`config.mk`:
```
export PLATFORM = sky130hd
export DESIGN_NAME = seq_loop_monitor
export DESIGN_NICKNAME = d
export VERILOG_FILES = /design/src/rtl/seq_loop_monitor.sv
export SDC_FILE = /design/constraint.sdc
export NUM_CORES = 1
export LEC_CHECK = 0
export BUFFER_PORTS_ARGS = -buffer_cell sky130_fd_sc_hd__clkbuf_2
export CORE_MARGIN = 4
export CORE_UTILIZATION = 45
export DETAILED_ROUTE_END_ITERATION = 7
export PLACE_DENSITY_LB_ADDON = 0.12
export SYNTH_ARGS = -nofsm -noshare
export SYNTH_HDL_FRONTEND = slang
export SYNTH_SLANG_ARGS = --single-unit
```
`constraint.sdc`:
```
create_clock -name clk -period 3 [get_ports clk]
set_input_delay 0.3 -clock clk [delete_from_list [all_inputs] [get_ports clk]]
set_output_delay 0.3 -clock clk [all_outputs]
set_load 0.05 [all_outputs]
```
`src/rtl/seq_loop_monitor.sv`:
```
// Passive monitor for an HLS-style block handshake and one loop inside the observed FSM.
// Collects saturating transaction and loop statistics and freezes them once finish is seen.
module seq_loop_monitor #(
   parameter int STATE_W = 3,
   parameter int CNT_W   = 32
) (
   input  logic               clk,
   input  logic               rst_n,
   input  logic               ap_start,
   input  logic               ap_ready,
   input  logic               ap_done,
   input  logic               ap_continue,
   input  logic               finish,
   input  logic [STATE_W-1:0] cur_state,
   input  logic [STATE_W-1:0] pre_loop_state0,
   input  logic [STATE_W-1:0] post_loop_state0,
   input  logic [STATE_W-1:0] quit_loop_state0,
   input  logic [STATE_W-1:0] iter_start_state,
   input  logic [STATE_W-1:0] iter_end_state0,
   input  logic               pre_states_valid,
   input  logic               post_states_valid,
   input  logic               quit_states_valid,
   input  logic               iter_end_states_valid,
   input  logic               one_state_loop,
   input  logic               one_state_block,
   output logic               mod_busy,
   output logic [CNT_W-1:0]   mod_start_cnt,
   output logic [CNT_W-1:0]   mod_done_cnt,
   output logic [CNT_W-1:0]   mod_last_lat,
   output logic               loop_active,
   output logic [CNT_W-1:0]   loop_exec_cnt,
   output logic [CNT_W-1:0]   loop_iter_cnt,
   output logic [CNT_W-1:0]   loop_last_trip,
   output logic [CNT_W-1:0]   loop_last_iter_cyc,
   output logic               frozen
);

   localparam logic [CNT_W-1:0] CNT_MAX  = '1;
   localparam logic [CNT_W-1:0] CNT_ZERO = '0;
   localparam logic [CNT_W-1:0] CNT_ONE  = {{(CNT_W-1){1'b0}}, 1'b1};

   function automatic logic [CNT_W-1:0] sat_inc(input logic [CNT_W-1:0] v);
      return (v == CNT_MAX) ? v : v + CNT_ONE;
   endfunction

   typedef enum logic [1:0] {
      S_IDLE = 2'd0,
      S_BUSY = 2'd1,
      S_WAIT = 2'd2
   } mod_state_t;

   mod_state_t         state;
   mod_state_t         state_nxt;
   logic [CNT_W-1:0]   lat_cnt;
   logic [CNT_W-1:0]   iter_cyc;
   logic [STATE_W-1:0] prev_state;
   logic               upd;
   logic               start_hit;
   logic               iter_end;
   logic               loop_exit;
   logic               entry_ok;
   logic [CNT_W-1:0]   iters_now;
   logic               ready_unused;

   // The edge that samples finish already counts as frozen, so nothing moves on it.
   assign upd          = !frozen && !finish;
   assign ready_unused = ap_ready;
   assign mod_busy     = (state == S_BUSY);

   always_ff @(posedge clk or negedge rst_n) begin
      if (!rst_n) state <= S_IDLE;
      else        state <= state_nxt;
   end

   always_comb begin
      state_nxt = state;
      case (state)
         S_IDLE: begin
            if (ap_start) begin
               if (ap_done) state_nxt = ap_continue ? S_IDLE : S_WAIT;
               else         state_nxt = S_BUSY;
            end
         end
         S_BUSY: if (ap_done) state_nxt = ap_continue ? S_IDLE : S_WAIT;
         S_WAIT: if (ap_continue) state_nxt = S_IDLE;
         default: state_nxt = S_IDLE;
      endcase
      if (!upd) state_nxt = state;
   end

   always_ff @(posedge clk or negedge rst_n) begin
      if (!rst_n) begin
         mod_start_cnt <= CNT_ZERO;
         mod_done_cnt  <= CNT_ZERO;
         mod_last_lat  <= CNT_ZERO;
         lat_cnt       <= CNT_ZERO;
         frozen        <= 1'b0;
      end else begin
         if (finish) frozen <= 1'b1;
         if (upd) begin
            case (state)
               S_IDLE: begin
                  if (ap_start) begin
                     mod_start_cnt <= sat_inc(mod_start_cnt);
                     lat_cnt       <= CNT_ONE;
                     if (ap_done) begin
                        mod_done_cnt <= sat_inc(mod_done_cnt);
                        mod_last_lat <= CNT_ONE;
                     end
                  end
               end
               S_BUSY: begin
                  lat_cnt <= sat_inc(lat_cnt);
                  if (ap_done) begin
                     mod_done_cnt <= sat_inc(mod_done_cnt);
                     mod_last_lat <= sat_inc(lat_cnt);
                  end
               end
               default: ;
            endcase
         end
      end
   end

   assign start_hit = (cur_state == iter_start_state);
   assign iter_end  = loop_active &&
                      ((iter_end_states_valid && (cur_state == iter_end_state0)) ||
                       (one_state_loop && start_hit));
   assign loop_exit = loop_active && quit_states_valid && (prev_state == quit_loop_state0) &&
                      post_states_valid && (cur_state == post_loop_state0);
   assign entry_ok  = start_hit &&
                      (!one_state_block || !pre_states_valid || (prev_state == pre_loop_state0));
   assign iters_now = iter_end ? sat_inc(loop_iter_cnt) : loop_iter_cnt;

   always_ff @(posedge clk or negedge rst_n) begin
      if (!rst_n) begin
         prev_state         <= '0;
         loop_active        <= 1'b0;
         loop_exec_cnt      <= CNT_ZERO;
         loop_iter_cnt      <= CNT_ZERO;
         loop_last_trip     <= CNT_ZERO;
         loop_last_iter_cyc <= CNT_ZERO;
         iter_cyc           <= CNT_ZERO;
      end else if (upd) begin
         prev_state <= cur_state;
         if (loop_active) begin
            // iter_cyc restarts at 0 so the next body cycle counts as 1.
            if (iter_end) begin
               loop_last_iter_cyc <= sat_inc(iter_cyc);
               iter_cyc           <= CNT_ZERO;
            end else begin
               iter_cyc <= sat_inc(iter_cyc);
            end
            loop_iter_cnt <= iters_now;
            if (loop_exit) begin
               loop_last_trip <= iters_now;
               loop_active    <= 1'b0;
               if (entry_ok) begin
                  loop_active   <= 1'b1;
                  loop_exec_cnt <= sat_inc(loop_exec_cnt);
                  loop_iter_cnt <= CNT_ZERO;
                  iter_cyc      <= CNT_ONE;
               end
            end
         end else if (entry_ok) begin
            loop_active   <= 1'b1;
            loop_exec_cnt <= sat_inc(loop_exec_cnt);
            loop_iter_cnt <= CNT_ZERO;
            iter_cyc      <= CNT_ONE;
         end
      end
   end

endmodule

```
==> metrics <==
Placer Congestion=around 0.92; # port buffers=256; Cell Area, Placed=17200 um^2; Yosys reg bits=295; post-synthesis sequential area ratio=approximately half; EDFF count, synth=0; CTS tree=built; layout cells sized above 1=20.4%; area growth from synthesis to layout=20.1%; skew final=0.0113 ns; Die ar.=roughly 37000 um^2; Setup CP Type=reg2reg; vias in the first global route=12700; Post-DRT Antenna Nets=0; fin nets=just under 2000; Sink Count=295; crit end category=flop; starting density of the core=45.7%; syn_area_per_cell=roughly 9.3 um^2; Synth Net Count=1679; Clk pin slew, worst setup/hold paths=approximately 0.060 ns; DRC viols=0; Slew Limit Fails=0; IR Drop Worst-Case VDD=0.447 mV; yosys warns=0; final std cell area, no fill=18400 um^2; root buffer cell=clkbuf_16; total track usage=22.9%; Routed WL=42.7 mm; maximum clock path buffer count=3; minimum clock period=about 2.7 ns; asr flop ratio synth=100%; LEAKAGE=8.48 nW; FMAX=roughly 0.37 GHz; status=completed; nature of the critical path startpoint=flop; # setup viols final=0; Worst EP arrival=3.10 ns; Worst Hold Class=in2reg; worst-skew pair later-pin latency=0.51 ns; area share of the largest cell type after synthesis=48.2%; IO Pins=258; Sum Neg Setup Slack=0 ns; grt total ovfl=0; Mapped Cells=1642; largest net degree at the start of global routing=79; period utilization=89.4%; WL/cell=18.0 um; Crit Path Max Fanout=26; count leader, synth=dfrtp_1; Post-Synth Simple-Gate Area=23.1%; Post-Syn Area=15300 um^2; post-synth top area cell=dfrtp_1; largest family of logic cells by synthesized area=simple AND/OR/NAND/NOR gates; Post-Synth Adder-Cell Area=0.490%; via count of the routed design=roughly 13000; HPWL after DPL=30.6 mm; worst rel slew slack=a little under a quarter; Post-synth top flop=dfrtp_1; XOR/XNOR Fraction of Synth Area=11.1%; pwr dens=approximately 490 nW/um^2; count of different cell masters after synthesis=69; Die Ht=192 um; Max Cap Viol=0; Required @ worst endpoint=3.42 ns; Core ar.=33500 um^2; RSZ-0062 raised after global routing=false; measured slew at the worst slew-check pin=1.16 ns; Compound-Gate Fraction of Synth Area=roughly an eighth; Final Hold Viols=0; multiplexer share of the synthesized area=0.882%; cell row count=67; post-CTS sizing=0; initial drt markers=around 830; TritonCTS Buffers=35; Max H-tree Level=2; Post-synth top cells=295 x dfrtp_1, 225 x nand2_1, 132 x o21ai_0; dominant cells by area after synthesis=dfrtp_1 48%, xnor2_1 6.2%, nand2_1 5.5%, xor2_1 4.9%, o21ai_0 4.3%; drt pass-1 iters=5; Die Width=between 150 and 200 um; initial antenna violation count=6; first-pass GRT wire length=69.0 mm; Via density=5.53
==> critical path: stages, from the launching register on <==
cell and delay, ns:
dfrtp_1 0.41, xnor2_1 0.16, a31oi_1 0.25, nor4_1 0.09
buf_4 0.15, nor2_2 0.86, nand3_1 0.41, o21ai_0 0.27
==> cell type report <==
cell class,count,area [um^2]
flip-flops and latches,295,7380
multi-input cells,1222,7470
clock buffers,49,1030
clock inverters,11,85.1
diodes,4,10.0
well taps,448,561
fillers,3112,15100
inverters,47,176
repair buffers,301,1670
==> path summary, 6_finish.rpt <==
check,startpoint,end,slack [ns],depth (start not counted)
worst max-delay path,prev_state[0],iter_cyc[24],0.32,7
min in group asynchronous,rst_n,loop_iter_cnt[15],0.36,2
worst min register to register,loop_last_trip[18],loop_last_trip[18],0.48,2
max in group asynchronous,rst_n,mod_done_cnt[22],1.70,3
worst min-delay path,ap_done,state[0],0.08,4
worst max register to register,prev_state[0],iter_cyc[24],0.32,7
==> cells in the final DEF, fill, tap and decap left out, types with 5 or more instances in the layout <==
cell       synthesis  final
xnor2_1          108    108
buf_4              0     40
or3_1             23     23
clkbuf_16          0     37
ha_1               6      6
mux2i_1            9      9
inv_1             45     45
o31ai_1           21     21
nand2b_1          15     15
a41oi_1           10     10
or4_1              5      5
clkbuf_2           0    255
nor3_2             4      5
nand3_1           80     78
nor4_2             5      6
xor2_1            86     86
nand4_1           64     64
and3_1            39     39
clkbuf_1          57      6
a31oi_1           54     54
nor3b_1            6      6
nor3_1            52     51
clkinv_2           0      8
o21a_1             7      7
nor2_1            74     73
and2_1            15     15
nand2_1          225    224
o31a_1             5      5
and4_1            24     24
clkbuf_8           0      6
a21oi_1           58     57
o21ai_0          132    131
nor4_1            21     20
dfrtp_1          295    295
a21o_1             7      7
nand3b_1           7      7
==> metrics by stage <==
stage          utilization, %  worst slack, ns  total power, W  std cells  hold slack [ns]
5_1_grt                  54.8           0.0861         0.00930       2376            0.102
6_report                 54.8            0.317         0.00895       2377           0.0812
2_1_floorplan               -            0.463         0.00460       1642          0.00441
3_5_place_dp             51.4            0.222         0.00489       2311            0.338
4_1_cts                  54.8            0.283         0.00907       2373           0.0658
3_3_place_gp             51.4            0.295         0.00488       2311            0.343
==> per-layer routing <==
metal | track usage, % | routed length (um) | up-vias
met3 | 4.36 | 2410 | 85
met5 | 0 | 38 | -
li1 | - | - | 6395
met4 | 7.60 | 1320 | 6
met1 | 31.6 | 18900 | 6321
met2 | 36.5 | 20000 | 337
==> report_power, final <==
part | internal, W | switching, W
logic | 0.000176 | 0.000470
registers | 0.00406 | 0.000105
clock network | 0.00248 | 0.00166
total | 0.00671 | 0.00224
==> cells by family after synthesis <==
kind of cell    Yosys count
buf+inv                 125
flops                   295
compound gates          331
simple gates            678
xor+xnor                194
fa+ha+maj                 6
mux                      13
==> sequential cells by signal (all words and copies together), names as in the netlist, 32 cells and up <==
signal,flops
lat_cnt,32
mod_last_lat,32
mod_done_cnt,32
loop_last_trip,32
loop_last_iter_cyc,32
mod_start_cnt,32
loop_iter_cnt,32
iter_cyc,32
loop_exec_cnt,32
==> repair_timing <==
item,CTS,global route
setup buffers,0,0
hold buffers,2,0
endpoints found under the hold margin,72,0
(Power assumes the default switching activity.)
